===== config.mk =====
export PLATFORM = sky130hd
export DESIGN_NAME = rom_reader
export DESIGN_NICKNAME = d
export VERILOG_FILES = /design/src/rtl/rom_pkg.sv /design/src/rtl/rom_reader_fifo.sv /design/src/rtl/rom_reader.sv
export SDC_FILE = /design/constraint.sdc
export NUM_CORES = 1
export LEC_CHECK = 0
export ABC_CLOCK_PERIOD_IN_PS = 6600
export BUFFER_PORTS_ARGS = -buffer_cell sky130_fd_sc_hd__buf_2
export CELL_PAD_IN_SITES_DETAIL_PLACEMENT = 2
export CELL_PAD_IN_SITES_GLOBAL_PLACEMENT = 2
export CORE_ASPECT_RATIO = 1.4
export CORE_UTILIZATION = 37
export DETAILED_ROUTE_END_ITERATION = 16
export MAX_ROUTING_LAYER = met4
export PLACE_DENSITY = 0.81
export SETUP_SLACK_MARGIN = 0.3
export SLEW_MARGIN = 10
export SYNTH_ARGS = -nofsm -noshare
export SYNTH_HDL_FRONTEND = slang
export SYNTH_SLANG_ARGS = --single-unit

===== constraint.sdc =====
create_clock -name clk -period 6.6 [get_ports clk]
set_input_delay 0.33 -clock clk [delete_from_list [all_inputs] [get_ports clk]]
set_output_delay 0.33 -clock clk [all_outputs]
set_load 0.01 [all_outputs]

===== src/rtl/rom_pkg.sv =====
// Shared types and defaults for the ROM burst reader.
// Used by rom_reader and rom_reader_fifo.
package rom_pkg;

  localparam int WIDTH_DEF = 16;
  localparam int DEPTH_DEF = 1024;

  typedef enum logic [1:0] {
    IDLE,
    RUN,
    DRAIN
  } rom_rd_state_t;

  typedef struct packed {
    logic                 last;
    logic [WIDTH_DEF-1:0] data;
  } rom_entry_t;

endpackage


===== src/rtl/rom_reader_fifo.sv =====
// Two-entry synchronous FIFO with occupancy count.
// Push and pop may coincide; order is preserved.
module rom_reader_fifo
  import rom_pkg::*;
#(
  parameter int W = WIDTH_DEF + 1
) (
  input  logic         clk,
  input  logic         rst,
  input  logic         push,
  input  logic [W-1:0] din,
  input  logic         pop,
  output logic [W-1:0] dout,
  output logic [1:0]   count
);

  logic [W-1:0] mem [2];
  logic         wp;
  logic         rp;

  assign dout = mem[rp];

  // Storage, pointers and occupancy.
  always_ff @(posedge clk) begin
    if (rst) begin
      mem[0] <= '0;
      mem[1] <= '0;
      wp     <= 1'b0;
      rp     <= 1'b0;
      count  <= 2'd0;
    end else begin
      if (push) begin
        mem[wp] <= din;
        wp      <= ~wp;
      end
      if (pop) begin
        rp <= ~rp;
      end
      unique case ({push, pop})
        2'b10:   count <= count + 2'd1;
        2'b01:   count <= count - 2'd1;
        default: count <= count;
      endcase
    end
  end

  // A push into a full FIFO would lose a word.
  always_ff @(posedge clk) begin
    if (!rst && push && !pop) begin
      assert (count != 2'd2);
    end
  end

endmodule


===== src/rtl/rom_reader.sv =====
// Burst address sequencer and valid/ready output stage for a ROM.
// Optional stall counter port enabled by ROM_READER_STATS_EN.
module rom_reader
  import rom_pkg::*;
#(
  parameter int WIDTH = WIDTH_DEF,
  parameter int DEPTH = DEPTH_DEF,
  parameter int AW    = $clog2(DEPTH)
) (
  input  logic             clk,
  input  logic             rst,
  input  logic             start,
  input  logic [AW-1:0]    start_addr,
  input  logic [AW:0]      len,
  output logic             busy,
  output logic             done,
  output logic [AW-1:0]    rom_addr,
  input  logic [WIDTH-1:0] rom_data,
  output logic             out_valid,
  input  logic             out_ready,
  output logic [WIDTH-1:0] out_data,
  output logic             out_last
`ifdef ROM_READER_STATS_EN
  ,
  output logic [15:0]      stall_cycles
`endif
);

  rom_rd_state_t state;
  rom_rd_state_t state_nx;

  logic [AW-1:0] cnt;
  logic [AW:0]   remaining;
  logic          inflight;
  logic          inflight_last;
  logic          zero_done;
  logic [1:0]    fifo_count;
  logic [2:0]    occ;
  logic          pop;
  logic          issue;
  logic          last_issue;
  logic          accept;
  logic          drained;

  assign pop       = out_valid & out_ready;
  // A word leaving this cycle frees its slot for the next capture.
  assign occ       = {1'b0, fifo_count} + {2'b0, inflight}
                   - {2'b0, pop};
  assign issue     = (state == RUN) && (remaining != '0)
                   && (occ < 3'd2);
  assign last_issue = issue && (remaining == (AW+1)'(1));
  assign accept    = (state == IDLE) && start && (len != '0);
  assign drained   = (fifo_count == 2'd0) && !inflight;

  assign busy      = (state != IDLE);
  assign done      = zero_done || ((state == DRAIN) && drained);
  assign out_valid = (fifo_count != 2'd0);

  // Next-state selection.
  always_comb begin
    state_nx = state;
    unique case (state)
      IDLE:    if (accept) state_nx = RUN;
      RUN:     if (last_issue) state_nx = DRAIN;
      DRAIN:   if (drained) state_nx = IDLE;
      default: state_nx = IDLE;
    endcase
  end

  // State, address counter and in-flight tracking.
  always_ff @(posedge clk) begin
    if (rst) begin
      state         <= IDLE;
      cnt           <= '0;
      remaining     <= '0;
      rom_addr      <= '0;
      inflight      <= 1'b0;
      inflight_last <= 1'b0;
      zero_done     <= 1'b0;
    end else begin
      state         <= state_nx;
      inflight      <= issue;
      inflight_last <= last_issue;
      zero_done     <= (state == IDLE) && start && (len == '0);
      if (accept) begin
        cnt       <= start_addr;
        remaining <= len;
      end else if (issue) begin
        rom_addr  <= cnt;
        cnt       <= cnt + AW'(1);
        remaining <= remaining - (AW+1)'(1);
      end
    end
  end

  rom_reader_fifo #(
    .W (WIDTH + 1)
  ) u_fifo (
    .clk   (clk),
    .rst   (rst),
    .push  (inflight),
    .din   ({inflight_last, rom_data}),
    .pop   (pop),
    .dout  ({out_last, out_data}),
    .count (fifo_count)
  );

`ifdef ROM_READER_STATS_EN
  // Saturating count of stalled cycles within a burst.
  always_ff @(posedge clk) begin
    if (rst) begin
      stall_cycles <= '0;
    end else if (accept) begin
      stall_cycles <= '0;
    end else if (busy && out_valid && !out_ready
                 && stall_cycles != 16'hFFFF) begin
      stall_cycles <= stall_cycles + 16'd1;
    end
  end
`endif

endmodule


; ---- Yosys cells after proc, flatten, opt, wreduce, memory -nomap -nowiden
; Memory sizes are Yosys's and may differ from the RTL's. A register that Yosys moved wholly into a read port is not among the register bits.
; Index checks and enable logic that the tools add are counted.
[word_totals]
regBits = 40
out_inout_bits = 30
mem_count = 1
ramBits = 34
[op_classes]
n_reduce_logical = 22
n_bitwise = 4
mux = 19
eq_ne = 8
magnitude_cmp = 1
addsub = 6
[mem_list]
columns = name, words, width, rd, rd_ports_with_merged_regs, wr, line_no
row1 = u_fifo.mem, 2, 17, 1, 1, 2, rom_reader_fifo.sv:17  ; logic [W-1:0] mem [2];
[op_table]
columns = op, count
row1 = two-way mux 11 bit, 2
row2 = nonzero test 11 bit, 2
row3 = two-way mux 10 bit, 2
row4 = two-way mux 17 bit, 1
row5 = OR reduction 17 bit, 1
row6 = equality test 11 x 1 -> 1 bit (second input constant), 1
row7 = zero test 11 bit, 1
row8 = subtractor 11 x 1 -> 11 bit (second input constant), 1
row9 = adder 10 x 1 -> 10 bit (second input constant), 1
row10 = two-way mux 1 bit, 9
row11 = logical AND 1 bit, 8
row12 = nonzero test 2 bit, 4
row13 = two-way mux 2 bit, 3
row14 = != test 2 bit (second input constant), 3
row15 = case mux 2 bit (3 select lines), 1
row16 = equality test 2 x 1 -> 1 bit (second input constant), 2
row17 = equality test 2 bit (second input constant), 2
row18 = zero test 2 bit, 2
row19 = case mux 2 bit (2 select lines), 1
row20 = adder 2 x 1 -> 3 bit, 1
row21 = < comparator 3 x 2 -> 1 bit (second input constant), 1
row22 = NOT 1 bit, 3
row23 = AND reduction 3 bit, 1
row24 = subtractor 3 x 1 -> 3 bit, 1
row25 = 6 further kinds, 6

; ---- Longest topological paths before layout
[logic_depth]
depth_word = 8
depth_mapped = 12
mapped_depth_nobuf = 10

; ---- Cells and area by module
; From an unflattened synthesis, not the netlist that was laid out.
[hier_totals]
cells_unflattened = 363
hier_area_um2 = 3613.5
[modules_own_cells]
columns = module, n_inst, cells_each, seq_area_each_um2, area_each_um2
row1 = rom_reader, 1, 232, 720.7, 1930.6
row2 = rom_reader_fifo, 1, 131, 1121.1, 1682.9

; ---- Least setup slack after synthesis
; Ideal clock, no wire load.
[synth_timing]
kind = register -> register
from = register u_fifo.count[1]
to = register cnt[7]
required_ns = 6.505
path_stages_with_launch = 11
period_less_slack_ns = 2.433
n_path_buf = 1
t_arrival_ns = 2.338
slack_ns = 4.167
setup_time_ns = 0.095
cell_sequence = dfxtp_1 and3_1 a21o_1 nand2_1 fa_1 xnor2_1 and3_1 buf_4 nand2_2 or4_1 o311ai_1
[synth_via]
elab_chain_len = 6
elab_cells_between_ends = 7
classes_between = 2 x add/sub / 1 x order compare / 1 x bitwise / 3 x reduce/logical
[synth_rtl]
columns = item, line_no
row1 = start: declaration, rom_reader_fifo.sv:14  ; output logic [1:0] count
row2 = start signal: assignment, rom_reader_fifo.sv:40  ; 2'b10: count <= count + 2'd1;
row3 = start signal: assignment, rom_reader_fifo.sv:41  ; 2'b01: count <= count - 2'd1;
row4 = start signal: assignment, rom_reader_fifo.sv:42  ; default: count <= count;
row5 = branches (longest 2 deep; another with adder 2 x 1 -> 3 bit), -
row6 = subtractor 3 x 1 -> 3 bit *, rom_reader.sv:48  ; - {2'b0, pop};
row7 = < comparator 3 x 2 -> 1 bit *, rom_reader.sv:50  ; && (occ < 3'd2);
row8 = logical AND 1 bit *, rom_reader.sv:50
row9 = nonzero test 2 bit (no line) *, -
row10 = end signal: assignment, rom_reader.sv:86  ; cnt <= start_addr;
row11 = end signal: assignment, rom_reader.sv:90  ; cnt <= cnt + AW'(1);
row12 = end: declaration, rom_reader.sv:32  ; logic [AW-1:0] cnt;
; Mark *: on every way between the ends.
; A chain may end at the register's enable or synchronous reset.

; ---- Worst setup path after layout
; Ends and elaborated chain as after synthesis.

==> out/results.ini <==
[yosys]
yosys_warnings = 0
synth-seq-cells = 75
ys.flop_type = dfxtp_1
syn-num-nets = 393
synthesis.area_um2 = 3635
yosysUniqueCellTypes = 61
yosys.area.top_type = edfxtp_1
synth_edf_count = 34
syn-instance-count = 347
synth_area_leaders = edfxtp_1, dfxtp_1, and2_1
seq_area_frac_synth_pct = 50.67
synth_top_area_share_pct = 28.09
synthArstFlopShare_pct = 0
syn_avg_cell_area_um2 = 10.47

[power_and_ir_drop]
switching_power_uw = 338.4
pwr-share-comb_pct = 14.0
leakage_nw = 1.735
sequentialPowerShare_pct = 41.8
internal_power_uw = 961.9
ir_drop_v = 0.0001288
swShare_pct = 26.03
clockPowerShare_pct = 44.2
power.density_nw_per_um2 = 295.1

[global_routing]
antenna_found_initial = 0
grt_pass1_vias = 3149
grt_pass1_wl_um = 15850
gr-total-overflow = 0
grt_max_degree = 51
track_usage_pct = 20.93

[drt]
num_vias = 2859
ant_nets = 0
drtPass1Iterations = 4
drc_errors = 0
finalWirelength_um = 9759
dr.first_iter.drc_count = 76
viasPerCell = 5.198
wl_per_cell_um = 17.74

[setup_path]
cpPeakStageDelay_ns = 0.54
path_cells = and3_1 > a21o_1 > nand2_1 > fa_1 > xnor2_1 > and3_1 > nand2_2 > or4_1 > o311ai_1
cp_num_buf_inv = 0
end_kind = flip-flop
critical_path.slowest_cell = or4_1
critPathRequiredTime_ns = 6.82
r2r_slack_ns = 3.58
worstPathMaxFanout = 17
critPathLaunchType = flip-flop
crit_arrival_ns = 3.25
crit_family = simple AND/OR/NAND/NOR gates
cp_common_cell = and3_1
critPathKind = flip-flop to flip-flop

[layout]
synthToLayoutAreaGrowth_pct = 21.24
drive_gt1_share_pct = 30.86
multi_input_area_um2 = 1639
fillers = 1046
regArea_um2 = 1842
n_antenna_cell = 0
final_cells = 550
final_net_count = 459

[die]
placementRows = 42
pin_count = 71
initial_utilization_pct = 38.21
die_h_um = 119.3
fp.coreArea_um2 = 9512
die-area_um2 = 10230
fp.dieW_um = 85.77

[sta]
hold_viol = 0
worst_pin_slew_ns = 0.9130
fin_tns_setup_ns = 0
skew_ns = 0.004477
drv_slew = 0
fmax_mhz = 330.9
relSlewSlack_pct = 39.13
rsz0062_at_grt = no
period_needed_ns = 3.022
finalCritPeriodShare_pct = 45.79
setup_viol = 0

[placed_design]
dpl.cell_count = 534
dpl.hpwl_um = 7156
port_buffers = 70
place_congestion = 0.8100

[job]
maxCapViolations = 0

[clock_network]
cts_tree = yes
cts.sinks = 75
htreeDepth = 3
clkTransAtPathRegs_ns = 0.06
ctsHoldBuffers = 0
ctsResizeCount = 0
clockBufferDepth = 2
cts_buffers = 9
post_cts_buffers = 0
insertion_delay_ns = 0.34
cts-root-buf = clkbuf_16

[outcome]
status = completed

[worst_hold_path]
hp-class = primary input to flip-flop

==> cell usage in the layout (no fill, tap or decap), drive strengths merged, types with 4 or more instances in the layout <==
cell / n
a21oi: 28
a31oi: 5
a32oi: 5
and2: 34
and3: 5
buf: 72
clkbuf: 9
dfxtp: 41
edfxtp: 34
ha: 4
inv: 13
mux2: 18
nand2: 41
nand3: 8
nand4: 4
nor2: 14
nor3: 11
nor4: 6
o21ai: 6
or2: 4
or3: 4
or4: 4
xor2: 4
==> layer usage <==
layer	global-route usage, %	routed length (um)	part of all wire [%]	vias to the layer above
li1	-	-	-	1387
met1	21.67	3851	39	1402
met2	38.40	5390	55	58
met3	4.366	347	3.6	12
met4	7.708	170	1.7	0
met5	-	0	0	-
==> sequential cells by signal (all words and copies together), names as in the netlist, named ones only <==
name,cells
inflight,1
inflight_last,1
remaining,11
rom_addr,10
u_fifo.count,2
u_fifo.mem,34
zero_done,1
cnt,10
state,2
u_fifo.wp,1
u_fifo.rp,1
==> cell type report <==
cell class / count / share of cell area, %
flip-flops and latches: 75 / 41.79
multi-input cells: 243 / 37.19
repair buffers: 72 / 8.291
clock buffers: 9 / 5.111
well taps: 132 / 3.748
clock inverters: 7 / 2.839
inverters: 12 / 1.022
==> kinds of logic (layout without fill, tap and decap cells) <==
kind of cell / Yosys count / after routing / share of synthesized area, %
AO/OA/AOI/OAI: 65 / 65 / 12.53
buffers and inverters: 29 / 100 / 4.234
adder cells (fa/ha/maj): 5 / 5 / 1.928
AND/OR/NAND/NOR: 147 / 147 / 23.10
XOR/XNOR: 7 / 7 / 1.687
flip-flops: 75 / 75 / 50.67
multiplexers: 19 / 19 / 5.852
==> cell usage after synthesis (3+ instances only) <==
master and n:
clkbuf_1 8, ha_1 4, a31oi_1 4, edfxtp_1 34
or4_1 3, buf_6 4, dfxtp_1 41, nor4_2 3
and2_1 34, nand3_1 7, o21ai_0 3, nand2b_1 3
o21ai_2 3, a32oi_1 5, or2_2 4, a21oi_1 27
nand4_1 3, mux2_2 18, nor2_1 13, o22ai_1 3
inv_1 12, and3_1 5, xor2_1 4, xnor2_1 3
nor3_1 11, nand2_1 39, or3_1 4, a21o_1 3
==> tightest hold or removal path: stages <==
cell and delay, ns:
buf_2 0.10, nand2_1 0.05, a21oi_1 0.05
==> path summary, 6_finish.rpt <==
path                    from     endpoint  cells past startpoint
min reg2reg      rom_addr[2]  rom_addr[2]                      2
min            start_addr[0]       cnt[0]                      3
max          u_fifo.count[1]       cnt[7]                      9
max reg2reg  u_fifo.count[1]       cnt[7]                      9
==> metrics by stage <==
step                      area [um2]  power, mW  hold slack, ns  utilization, %  setup slack, ns
after floorplan                 3635     0.6784          0.4455               -            4.167
after global placement          4056     0.7270          0.4413           42.65            3.768
after detailed placement        4056     0.7371          0.4500           42.65            3.565
after CTS                       4407      1.317          0.2289           46.33            3.571
after global routing            4407      1.355          0.2616           46.33            3.356
final                           4407      1.300          0.2413           46.33            3.578
==> power groups by stage <==
stage / logic (mW) / registers, mW / clock network [mW]
2_1_floorplan: 0.135 / 0.544 / 0
3_3_place_gp: 0.176 / 0.551 / 0
3_5_place_dp: 0.183 / 0.554 / 0
4_1_cts: 0.186 / 0.544 / 0.588
5_1_grt: 0.202 / 0.548 / 0.605
6_report: 0.182 / 0.544 / 0.574
Power figures use the tool's default switching activity.
